--- config.mk ---
export PLATFORM = sky130hd
export DESIGN_NAME = ultrasonic_scheduler_flat
export DESIGN_NICKNAME = d
export VERILOG_FILES = /design/src/rtl/ultrasonic_scheduler_pkg.sv /design/src/rtl/ultrasonic_scheduler_if.sv /design/src/rtl/ultrasonic_scheduler_echo_sync.sv /design/src/rtl/ultrasonic_scheduler.sv /design/src/flat_wrapper.sv
export SDC_FILE = /design/constraint.sdc
export NUM_CORES = 1
export LEC_CHECK = 0
export CORE_MARGIN = 2
export CORE_UTILIZATION = 29
export CTS_BUF_LIST = sky130_fd_sc_hd__clkbuf_16
export DETAILED_ROUTE_END_ITERATION = 7
export GPL_TIMING_DRIVEN = 1
export MAX_ROUTING_LAYER = met4
export PLACE_DENSITY = 0.49
export SYNTH_ARGS = -nofsm -noshare
export SYNTH_HDL_FRONTEND = slang
export SYNTH_SLANG_ARGS = --single-unit
--- constraint.sdc ---
create_clock -name clk -period 2.5 [get_ports clk]
set_input_delay 0.5 -clock clk [delete_from_list [all_inputs] [get_ports clk]]
set_output_delay 0.5 -clock clk [all_outputs]
set_load 0.01 [all_outputs]
--- src/rtl/ultrasonic_scheduler_pkg.sv ---
// ultrasonic_pkg: shared state, distance type and constants for the ultrasonic scheduler
package ultrasonic_pkg;
  typedef enum logic [2:0] {IDLE, TRIG, WAIT_RISE, MEASURE, GAP} state_t;
  typedef logic [8:0] dist_t;
  localparam dist_t NO_ECHO = 9'h1FF;
  localparam dist_t MAX_CM = 9'd400;
endpackage

--- src/rtl/ultrasonic_scheduler_if.sv ---
// ultrasonic_scheduler_if: control, echo/trigger lines and result bus of the scheduler
interface ultrasonic_scheduler_if #(parameter int N_SENSORS = 3);
  import ultrasonic_pkg::*;
  logic enable;
  logic [N_SENSORS-1:0] echo;
  logic [N_SENSORS-1:0] trig;
  dist_t [N_SENSORS-1:0] distance;
  logic [N_SENSORS-1:0] timeout;
  logic [N_SENSORS-1:0] too_close;
  logic meas_valid;
  logic [2:0] meas_id;
  modport master (output enable, echo, input trig, distance, timeout, too_close, meas_valid, meas_id);
  modport slave (input enable, echo, output trig, distance, timeout, too_close, meas_valid, meas_id);
endinterface

--- src/rtl/ultrasonic_scheduler_echo_sync.sv ---
// echo_sync: per-bit two-flop synchronizer for the asynchronous echo lines
module echo_sync #(parameter int W = 1) (
  input  logic         clk,
  input  logic         rst_n,
  input  logic [W-1:0] i_d,
  output logic [W-1:0] o_q
);
  logic [W-1:0] r_meta;
  always_ff @(posedge clk or negedge rst_n)
    if (!rst_n) {o_q, r_meta} <= '0;
    else {o_q, r_meta} <= {r_meta, i_d};
endmodule

--- src/rtl/ultrasonic_scheduler.sv ---
// ultrasonic_scheduler: round-robin trigger/echo timing of time-shared ultrasonic rangers
module ultrasonic_scheduler
  import ultrasonic_pkg::*;
#(
  parameter int N_SENSORS      = 3,
  parameter int TRIG_CYCLES    = 500,
  parameter int CM_CYCLES      = 2900,
  parameter int TIMEOUT_CYCLES = 1_500_000,
  parameter int GAP_CYCLES     = 2_500_000,
  parameter int CLOSE_CM       = 50,
  parameter int HYST_CM        = 5
) (
  input logic clk,
  input logic rst_n,
  ultrasonic_scheduler_if.slave bus
);
  localparam int TG_MAX = TIMEOUT_CYCLES > GAP_CYCLES ? TIMEOUT_CYCLES : GAP_CYCLES;
  localparam int CNT_MAX = TG_MAX > TRIG_CYCLES ? TG_MAX : TRIG_CYCLES;
  localparam int CW = $clog2(CNT_MAX + 1);
  localparam int SW = $clog2(CM_CYCLES + 1);
  localparam int SLW = N_SENSORS > 1 ? $clog2(N_SENSORS) : 1;
  state_t r_state, w_next;
  logic [SLW-1:0] r_slot;
  logic [CW-1:0] r_cnt;
  logic [SW-1:0] r_sub;
  dist_t r_cm;
  logic r_prev;
  logic [N_SENSORS-1:0] w_echo;
  logic w_e, w_rise, w_trig_done, w_to, w_gap_done, w_done, w_res_to;
  echo_sync #(.W(N_SENSORS)) u_sync (.clk(clk), .rst_n(rst_n), .i_d(bus.echo), .o_q(w_echo));
  assign w_e = w_echo[r_slot];
  // a rise needs a low sample first, so echo already high on entry is ignored
  assign w_rise = w_e & ~r_prev;
  assign w_trig_done = r_cnt == CW'(TRIG_CYCLES - 1);
  assign w_to = r_cnt == CW'(TIMEOUT_CYCLES - 1);
  assign w_gap_done = r_cnt == CW'(GAP_CYCLES - 1);
  assign w_done = bus.enable & ((r_state == WAIT_RISE & ~w_rise & w_to) | (r_state == MEASURE & (~w_e | w_to)));
  assign w_res_to = r_state == WAIT_RISE | w_e;
  always_ff @(posedge clk or negedge rst_n)
    if (!rst_n) r_state <= IDLE;
    else r_state <= w_next;
  always_comb begin
    w_next = r_state;
    unique case (r_state)
      IDLE:      w_next = bus.enable ? TRIG : IDLE;
      TRIG:      w_next = !bus.enable ? IDLE : w_trig_done ? WAIT_RISE : TRIG;
      WAIT_RISE: w_next = !bus.enable ? IDLE : w_rise ? MEASURE : w_to ? GAP : WAIT_RISE;
      MEASURE:   w_next = !bus.enable ? IDLE : (!w_e || w_to) ? GAP : MEASURE;
      GAP:       w_next = !w_gap_done ? GAP : bus.enable ? TRIG : IDLE;
      default:   w_next = IDLE;
    endcase
  end
  always_comb begin
    bus.trig = '0;
    if (r_state == TRIG) bus.trig[r_slot] = 1'b1;
  end
  always_ff @(posedge clk or negedge rst_n)
    if (!rst_n) begin
      r_slot <= '0;
      r_cnt <= '0;
      r_sub <= '0;
      r_cm <= '0;
      r_prev <= 1'b0;
      bus.distance <= {N_SENSORS{NO_ECHO}};
      bus.timeout <= '0;
      bus.too_close <= '0;
      bus.meas_valid <= 1'b0;
      bus.meas_id <= '0;
    end else begin
      r_prev <= w_e;
      bus.meas_valid <= w_done;
      // the rise cycle is the first echo-high cycle, so MEASURE starts at one
      r_cnt <= (w_next == MEASURE && r_state != MEASURE) ? CW'(1) :
               (w_next != r_state || r_state == IDLE) ? '0 : r_cnt + CW'(1);
      if (w_next == MEASURE && r_state != MEASURE) begin
        r_sub <= SW'(1);
        r_cm <= '0;
      end else if (r_state == MEASURE && w_e) begin
        r_sub <= (r_sub == SW'(CM_CYCLES - 1)) ? '0 : r_sub + SW'(1);
        if (r_sub == SW'(CM_CYCLES - 1) && r_cm != MAX_CM) r_cm <= r_cm + 9'd1;
      end
      if (r_state == GAP && w_gap_done) r_slot <= (r_slot == SLW'(N_SENSORS - 1)) ? '0 : r_slot + SLW'(1);
      if (w_done) begin
        bus.distance[r_slot] <= w_res_to ? NO_ECHO : r_cm;
        bus.timeout[r_slot] <= w_res_to;
        bus.too_close[r_slot] <= w_res_to ? 1'b0 : r_cm < 9'(CLOSE_CM) ? 1'b1 :
                                 r_cm >= 9'(CLOSE_CM + HYST_CM) ? 1'b0 : bus.too_close[r_slot];
        bus.meas_id <= 3'(r_slot);
      end
    end
endmodule
--- src/flat_wrapper.sv ---
// flat-port wrapper written by rule: the top's interface ports become plain ports
module ultrasonic_scheduler_flat import ultrasonic_pkg::*;
#(
  parameter int N_SENSORS      = 3,
  parameter int TRIG_CYCLES    = 500,
  parameter int CM_CYCLES      = 2900,
  parameter int TIMEOUT_CYCLES = 1_500_000,
  parameter int GAP_CYCLES     = 2_500_000,
  parameter int CLOSE_CM       = 50,
  parameter int HYST_CM        = 5
)
  (clk, rst_n, bus_enable, bus_echo, bus_trig, bus_distance, bus_timeout, bus_too_close, bus_meas_valid, bus_meas_id);
  ultrasonic_scheduler_if #(.N_SENSORS(N_SENSORS)) bus_i ();
  input logic clk;
  input logic rst_n;
  input wire logic [$bits(bus_i.enable)-1:0] bus_enable;
  input wire logic [$bits(bus_i.echo)-1:0] bus_echo;
  output wire logic [$bits(bus_i.trig)-1:0] bus_trig;
  output wire logic [$bits(bus_i.distance)-1:0] bus_distance;
  output wire logic [$bits(bus_i.timeout)-1:0] bus_timeout;
  output wire logic [$bits(bus_i.too_close)-1:0] bus_too_close;
  output wire logic [$bits(bus_i.meas_valid)-1:0] bus_meas_valid;
  output wire logic [$bits(bus_i.meas_id)-1:0] bus_meas_id;
  assign bus_i.enable = bus_enable;
  assign bus_i.echo = bus_echo;
  assign bus_trig = bus_i.trig;
  assign bus_distance = bus_i.distance;
  assign bus_timeout = bus_i.timeout;
  assign bus_too_close = bus_i.too_close;
  assign bus_meas_valid = bus_i.meas_valid;
  assign bus_meas_id = bus_i.meas_id;
  ultrasonic_scheduler #(.N_SENSORS(N_SENSORS), .TRIG_CYCLES(TRIG_CYCLES), .CM_CYCLES(CM_CYCLES), .TIMEOUT_CYCLES(TIMEOUT_CYCLES), .GAP_CYCLES(GAP_CYCLES), .CLOSE_CM(CLOSE_CM), .HYST_CM(HYST_CM)) u_core (.clk(clk), .rst_n(rst_n), .bus(bus_i));
endmodule
# Word-level counts from Yosys, hierarchy flattened

Cells that the tools add are included.

Output and inout bits: 40
Register bits after elaboration: 91
Logic and storage cells: 94

Bitwise operators: 11
Multiplexer cells: 35
Add/subtract/negate cells: 4
Reductions and logical operators: 12
Order comparisons: 4
Equal/unequal tests: 13

Operators with widths:

| operator                                                           | count |
|---|---|
| two-way mux 9 bit                                                  | 5 |
| two-way mux 22 bit                                                 | 2 |
| two-way mux 12 bit                                                 | 3 |
| bitwise mux 27 bit                                                 | 1 |
| two-way mux 3 bit                                                  | 8 |
| adder 22 x 1 -> 22 bit (second input constant)                     | 1 |
| == test 22 x 21 -> 1 bit (second input constant)                   | 1 |
| == test 22 bit (second input constant)                             | 1 |
| == test 22 x 9 -> 1 bit (second input constant)                    | 1 |
| demux 9 bit (select 2 bit)                                         | 1 |
| case mux 3 bit (5 select lines)                                    | 1 |
| adder 12 x 1 -> 12 bit (second input constant)                     | 1 |
| == test 12 bit (second input constant)                             | 1 |
| adder 9 x 1 -> 9 bit (second input constant)                       | 1 |
| == test 3 x 2 -> 1 bit (second input constant)                     | 3 |
| greater-or-equal comparator 9 x 6 -> 1 bit (second input constant) | 1 |
| < comparator 9 x 6 -> 1 bit (second input constant)                | 1 |
| inequality test 9 bit (second input constant)                      | 1 |
| two-way mux 1 bit                                                  | 7 |
| bitwise mux 3 bit                                                  | 2 |
| AND 1 bit                                                          | 5 |
| logical AND 1 bit                                                  | 5 |
| binary-select mux 1 bit (select 2 bit)                             | 2 |
| two-way mux 2 bit                                                  | 2 |
| other kinds (16)                                                   | 22 |

# Logic depth before layout (Yosys ltp)

Word-level depth: 11
Depth in mapped cells: 9

# Cells and area by module

From an unflattened synthesis, not the netlist that was laid out.

Cell total of the unflattened synthesis: 397
Area total of the unflattened synthesis: 4,376.7 sq um

By module, submodules not included:

| module               | times used | area an instance (sq um) | cells each | seq. area each (sq um) |
|---|---|---|---|---|
| ultrasonic_scheduler | 1          | 4,226.6                  | 391        | 2,160.8 |
| echo_sync            | 1          | 150.1                    | 6          | 150.1 |

# Least setup slack after synthesis

Ideal clock, no wire load.

Path type: register -> register
Start: register u_core.r_cnt[0]
End: register u_core.bus.too_close[1]
Arrival: 2.328 ns
Cell stages (with the launch flop): 9
Required time: 2.375 ns
Slack: 0.048 ns
Library setup time: 0.125 ns
Path buffers: 1
Cells stage by stage: dfrtp_1 > ha_1 > nand4_1 > or4_4 > o41ai_4 > nand3b_2 > nor2_1 > buf_4 > mux2_2

Word-level cells in the longest chain between the ends: 5
Elaborated cells on any way between the ends: 6
Those cells by class: 1 x eq/ne; 5 x bitwise

Ends and longest elaborated chain:

| item                           | line                          | source |
|---|---|---|
| start: declaration             | ultrasonic_scheduler.sv:24    | `logic [CW-1:0] r_cnt;` |
| start signal: assignment       | ultrasonic_scheduler.sv:73    | `r_cnt <= (w_next == MEASURE && r_state != MEASURE) ? CW'(1) :` |
| == test 22 x 21 -> 1 bit (*)   | ultrasonic_scheduler.sv:35    | `assign w_to = r_cnt == CW'(TIMEOUT_CYCLES - 1);` |
| OR 1 bit                       | ultrasonic_scheduler.sv:37    | `assign w_done = bus.enable & ((r_state == WAIT_RISE & ~w_rise & w_to) \| (r_state == MEASURE & (~w_e \| w_to)));` |
| AND 1 bit                      | ultrasonic_scheduler.sv:37    |  |
| OR 1 bit (*)                   | ultrasonic_scheduler.sv:37    |  |
| AND 1 bit (*)                  | ultrasonic_scheduler.sv:37    |  |
| end signal: indexed assignment | ultrasonic_scheduler.sv:86    | `bus.too_close[r_slot] <= w_res_to ? 1'b0 : r_cm < 9'(CLOSE_CM) ? 1'b1 :` |
| end: declaration               | ultrasonic_scheduler_if.sv:13 | `modport slave (input enable, echo, output trig, distance, timeout, too_close, meas_valid, meas_id);` |

Every way passes the cells marked *; elsewhere a longest branch is shown, timed or not.
A chain may end at the register's enable or synchronous reset.

# Final worst setup path

Start: register u_core.r_cnt[0]
End: register u_core.r_sub[4]

Word-level cells in the longest chain between the ends: 8
Elaborated cells on any way between the ends: 17
Those cells by class: 4 x eq/ne; 10 x mux; 3 x reduce/logical

Ends and longest elaborated chain:

| item                                                            | line                                                   | source |
|---|---|---|
| == test 22 x 21 -> 1 bit                                        | ultrasonic_scheduler.sv:35                             |  |
| two-way mux 3 bit / logical OR 1 bit (equally long branches)    | ultrasonic_scheduler.sv:47, ultrasonic_scheduler.sv:48 |  |
| two-way mux 3 bit (on tied branches) (2 in series)              | ultrasonic_scheduler.sv:47, ultrasonic_scheduler.sv:48 |  |
| case mux 3 bit (5 select lines) (*)                             | ultrasonic_scheduler.sv:44                             | `unique case (r_state)` |
| == test 3 x 2 -> 1 bit (*)                                      | ultrasonic_scheduler.sv:75                             | `if (w_next == MEASURE && r_state != MEASURE) begin` |
| logical AND 1 bit (*)                                           | ultrasonic_scheduler.sv:75                             |  |
| two-way mux 12 bit / nonzero test 2 bit (equally long branches) | --                                                     |  |
| end signal: assignment                                          | ultrasonic_scheduler.sv:79                             | `r_sub <= (r_sub == SW'(CM_CYCLES - 1)) ? '0 : r_sub + SW'(1);` |
| end: declaration                                                | ultrasonic_scheduler.sv:25                             | `logic [SW-1:0] r_sub;` |

Marked as above.

==> results.ini <==
[status]
outcome=finished clean

[layout]
drive_gt1_share_pct=24.38
antenna_cells=0
fin_cells=672
fin_nets=489
syn_to_final_growth_pct=28.06
fillCellCount=1466
ff_latch_area_um2=2311
multi_input_area_um2=2037

[clock_network]
clkSlewWorstSetupHoldPaths_ps=60
clockRootBuffer=clkbuf_16
ctsLongestPathBuffers=2
cts_tree=yes
clock_latency_ps=350
cts_buffers=9
htree_num_levels=3
cts.sinks=91

[grt]
gr-total-overflow=0
grt_pass1_vias=3358
antenna_found_initial=0
grt_usage_pct=13.53
grt_max_degree=42
grt_first_pass_wirelength_um=16970

[power_and_ir_drop]
power_density_nw_per_um2=544.0
p_sw_w=0.0007110
switching_share_pct=22.87
internal-power_w=0.002398
p_seq_share_pct=48.1
p_leak_nw=2.307
clkPwrFrac_pct=45.4
p_comb_share_pct=6.5
max-vdd-ir-drop_mv=0.4248

[detailed_routing]
met2WireLength_um=5263
num_vias=3287
drc=0
wl_met3_um=285
routed.top_layer=met4
drt_iter0_drc=168
antenna_violating_nets_post_route=0
wl_per_cell_um=15.36
drtPass1Iterations=4
wl_um=10330
avgViaCountPerCell=4.891
wl_met1_um=4679

[yosys]
syn_nets=416
syn_avg_cell_area_um2=10.99
synth_cell_types=53
yosys_warnings=0
synth_top_flop_cell=dfrtp_1
async_flop_share_pct=100.0
synth_edf_count=0
synth_area_um2=4463
postSynthCellCount=406
synth.ff_latch_count=91
ys_seq_area_share_pct=51.78

[timing]
skew_ps=6.595
layout_setup_ws_ps=29.99
rsz0062_at_grt=true
fmax_ghz=0.4049
worst_pin_slew_ps=639.5
min_period_ps=2470
fin_crit_sh_pct=98.80
slew_viol_final=0
tns_ps=0
slew_headroom_pct=56.79
setup_viol=0
finalHoldViolations=0

[setup_path]
critPathMaxFanout=20
startpoint=u_core.r_cnt[0]
cp-start-kind=flop
cp_cell_sequence=ha_1 -> nand4_1 -> or4_4 -> o41ai_4 -> buf_4 -> a21oi_1 -> o21a_1 -> buf_12 -> nor3_1
crit_arrival_ps=2730
cp-end-kind=flop
cpPeakStageDelay_ps=480
worstPathRequired_ps=2760
r2r_start=u_core.r_cnt[0]
crit_type=reg2reg
slowest_stage=or4_4

[floorplan]
core_area_um2=15150
die_y_um=128.1
die_x_um=128.1
design.die.area_um2=16400
start_util_pct=29.47
ios=46
rows=45

[place]
dp_slack_ps=37.25
dp.cells=654
numPortBuffers=44
dp.final_hpwl_um=7216
finalWeightedCongestion=0.8482

[hold_path]
hold_class=in2async

[flow_run]
cap_viol_max_count=0

## final timing paths
| check | end | slack, ps | depth (start not counted) |
|---|---|---|---|
| min in group clk | u_core.u_sync.o_q[0] | 350 | 0 |
| worst min-delay path | u_core.r_sub[9] | 140 | 1 |
| worst min register to register | u_core.u_sync.o_q[0] | 350 | 0 |
| worst max register to register | u_core.r_sub[4] | 30 | 9 |
| worst max-delay path | u_core.r_sub[4] | 30 | 9 |
| max in group asynchronous | u_core.bus.distance[0] | 1710 | 2 |
## cells in the mapped netlist, drive strengths merged, types with 3 or more instances
| master | number | area [µm²] |
|---|---|---|
| nand2b | 5 | 31.28 |
| inv | 11 | 41.29 |
| nand4 | 18 | 112.6 |
| nor3 | 17 | 90.09 |
| nor4bb | 3 | 30.03 |
| dfrtp | 64 | 1602 |
| or2 | 10 | 62.56 |
| nor2 | 37 | 138.9 |
| nand3b | 3 | 26.27 |
| mux2 | 35 | 394.1 |
| and4b | 3 | 30.03 |
| or4 | 3 | 26.27 |
| nor2b | 4 | 25.02 |
| and3 | 5 | 31.28 |
| clkbuf | 8 | 30.03 |
| and4 | 3 | 26.28 |
| o21ai | 6 | 30.03 |
| ha | 4 | 50.05 |
| mux2i | 4 | 52.55 |
| nand3 | 14 | 70.07 |
| xor2 | 18 | 157.7 |
| dfstp | 27 | 709.4 |
| xnor2 | 20 | 175.2 |
| buf | 13 | 77.58 |
| o41ai | 3 | 45.05 |
| a21oi | 3 | 15.01 |
| nor4 | 25 | 156.4 |
| nand2 | 19 | 71.32 |
## sequential cells by signal, indices dropped and copies added, names as in the netlist
| name | cells |
|---|---|
| u_core.r_state | 3 |
| u_core.r_cnt | 22 |
| u_core.bus.distance | 27 |
| u_core.r_sub | 12 |
| u_core.r_prev | 1 |
| u_core.r_slot | 2 |
| u_core.bus.timeout | 3 |
| u_core.bus.too_close | 3 |
| u_core.u_sync.r_meta | 3 |
| u_core.bus.meas_valid | 1 |
| u_core.u_sync.o_q | 3 |
| u_core.r_cm | 9 |
| u_core.bus.meas_id | 2 |
## cells by family after synthesis
logic type,count (synthesis),synth area share (%)
simple gates,175,21.81
flops,91,51.78
mux,39,10.01
xor+xnor,38,7.457
buf+inv,33,3.420
compound gates,25,4.318
fa+ha+maj,4,1.121
other cells,1,0.08402
## layout by cell type (no fill, tap or decap), types with 5 or more instances in the layout
cell type        count
dfrtp_1             64
mux2_1              19
nand3_1             14
nand2b_1             5
dfstp_2             27
xnor2_1             20
xor2_1              18
nor4_1              23
nor3_1              15
nand2_1             19
buf_4               35
or2_2               10
nand4_1             18
and3_1               5
inv_1               10
mux2_2              16
nor2_1              37
clkbuf_16           10
clkdlybuf4s50_1     43
## power by group through the flow
stage,Sequential (W),Clock [W],Combinational [W]
after floorplan,0.00152,0,0.0000897
after global placement,0.00152,0,0.000196
after detailed placement,0.00152,0,0.000197
after CTS,0.00149,0.00146,0.000199
after global routing,0.00149,0.00153,0.000223
final,0.00149,0.00141,0.000204
## cell type report
cell class              count  share of cell area [%]
flip-flops and latches     91                   40.43
well taps                 188                   4.116
inverters                  12                  0.7881
clock inverters             6                   1.073
clock buffers              10                   4.378
multi-input cells         282                   35.64
repair buffers             83                   13.57
## stage by stage
step	util, %	area, µm²	hold WS (ps)	total power [W]
after floorplan	-	4463	204.4	0.001611
after global placement	35.28	5344	334.5	0.001715
after detailed placement	35.28	5344	335.6	0.001717
after CTS	37.37	5660	151.6	0.003150
after global routing	37.74	5715	170.9	0.003248
final	37.74	5715	144.8	0.003109
## critical path, delay by kind of cell, from the launching register on
| kind | cells | cell delay (ps) |
|---|---|---|
| and+or+nand+nor | 3 | 770 |
| AOI/OAI and AO/OA | 3 | 700 |
| buffers and inverters | 2 | 340 |
| DFF | 1 | 370 |
| adders and majority gates | 1 | 190 |
## metal layers
layer	track usage (%)	vias up
li1	-	1597
met1	16.11	1641
met2	22.55	41
met3	3.923	8
met4	3.555	0
met5	-	-
## timing repair
action	CTS	global route
pin swaps	0	1
gates resized for setup	1	8
hold buffers	0	0
endpoints found under the setup margin	1	58
setup buffers	0	2
(Power assumes the default switching activity.)
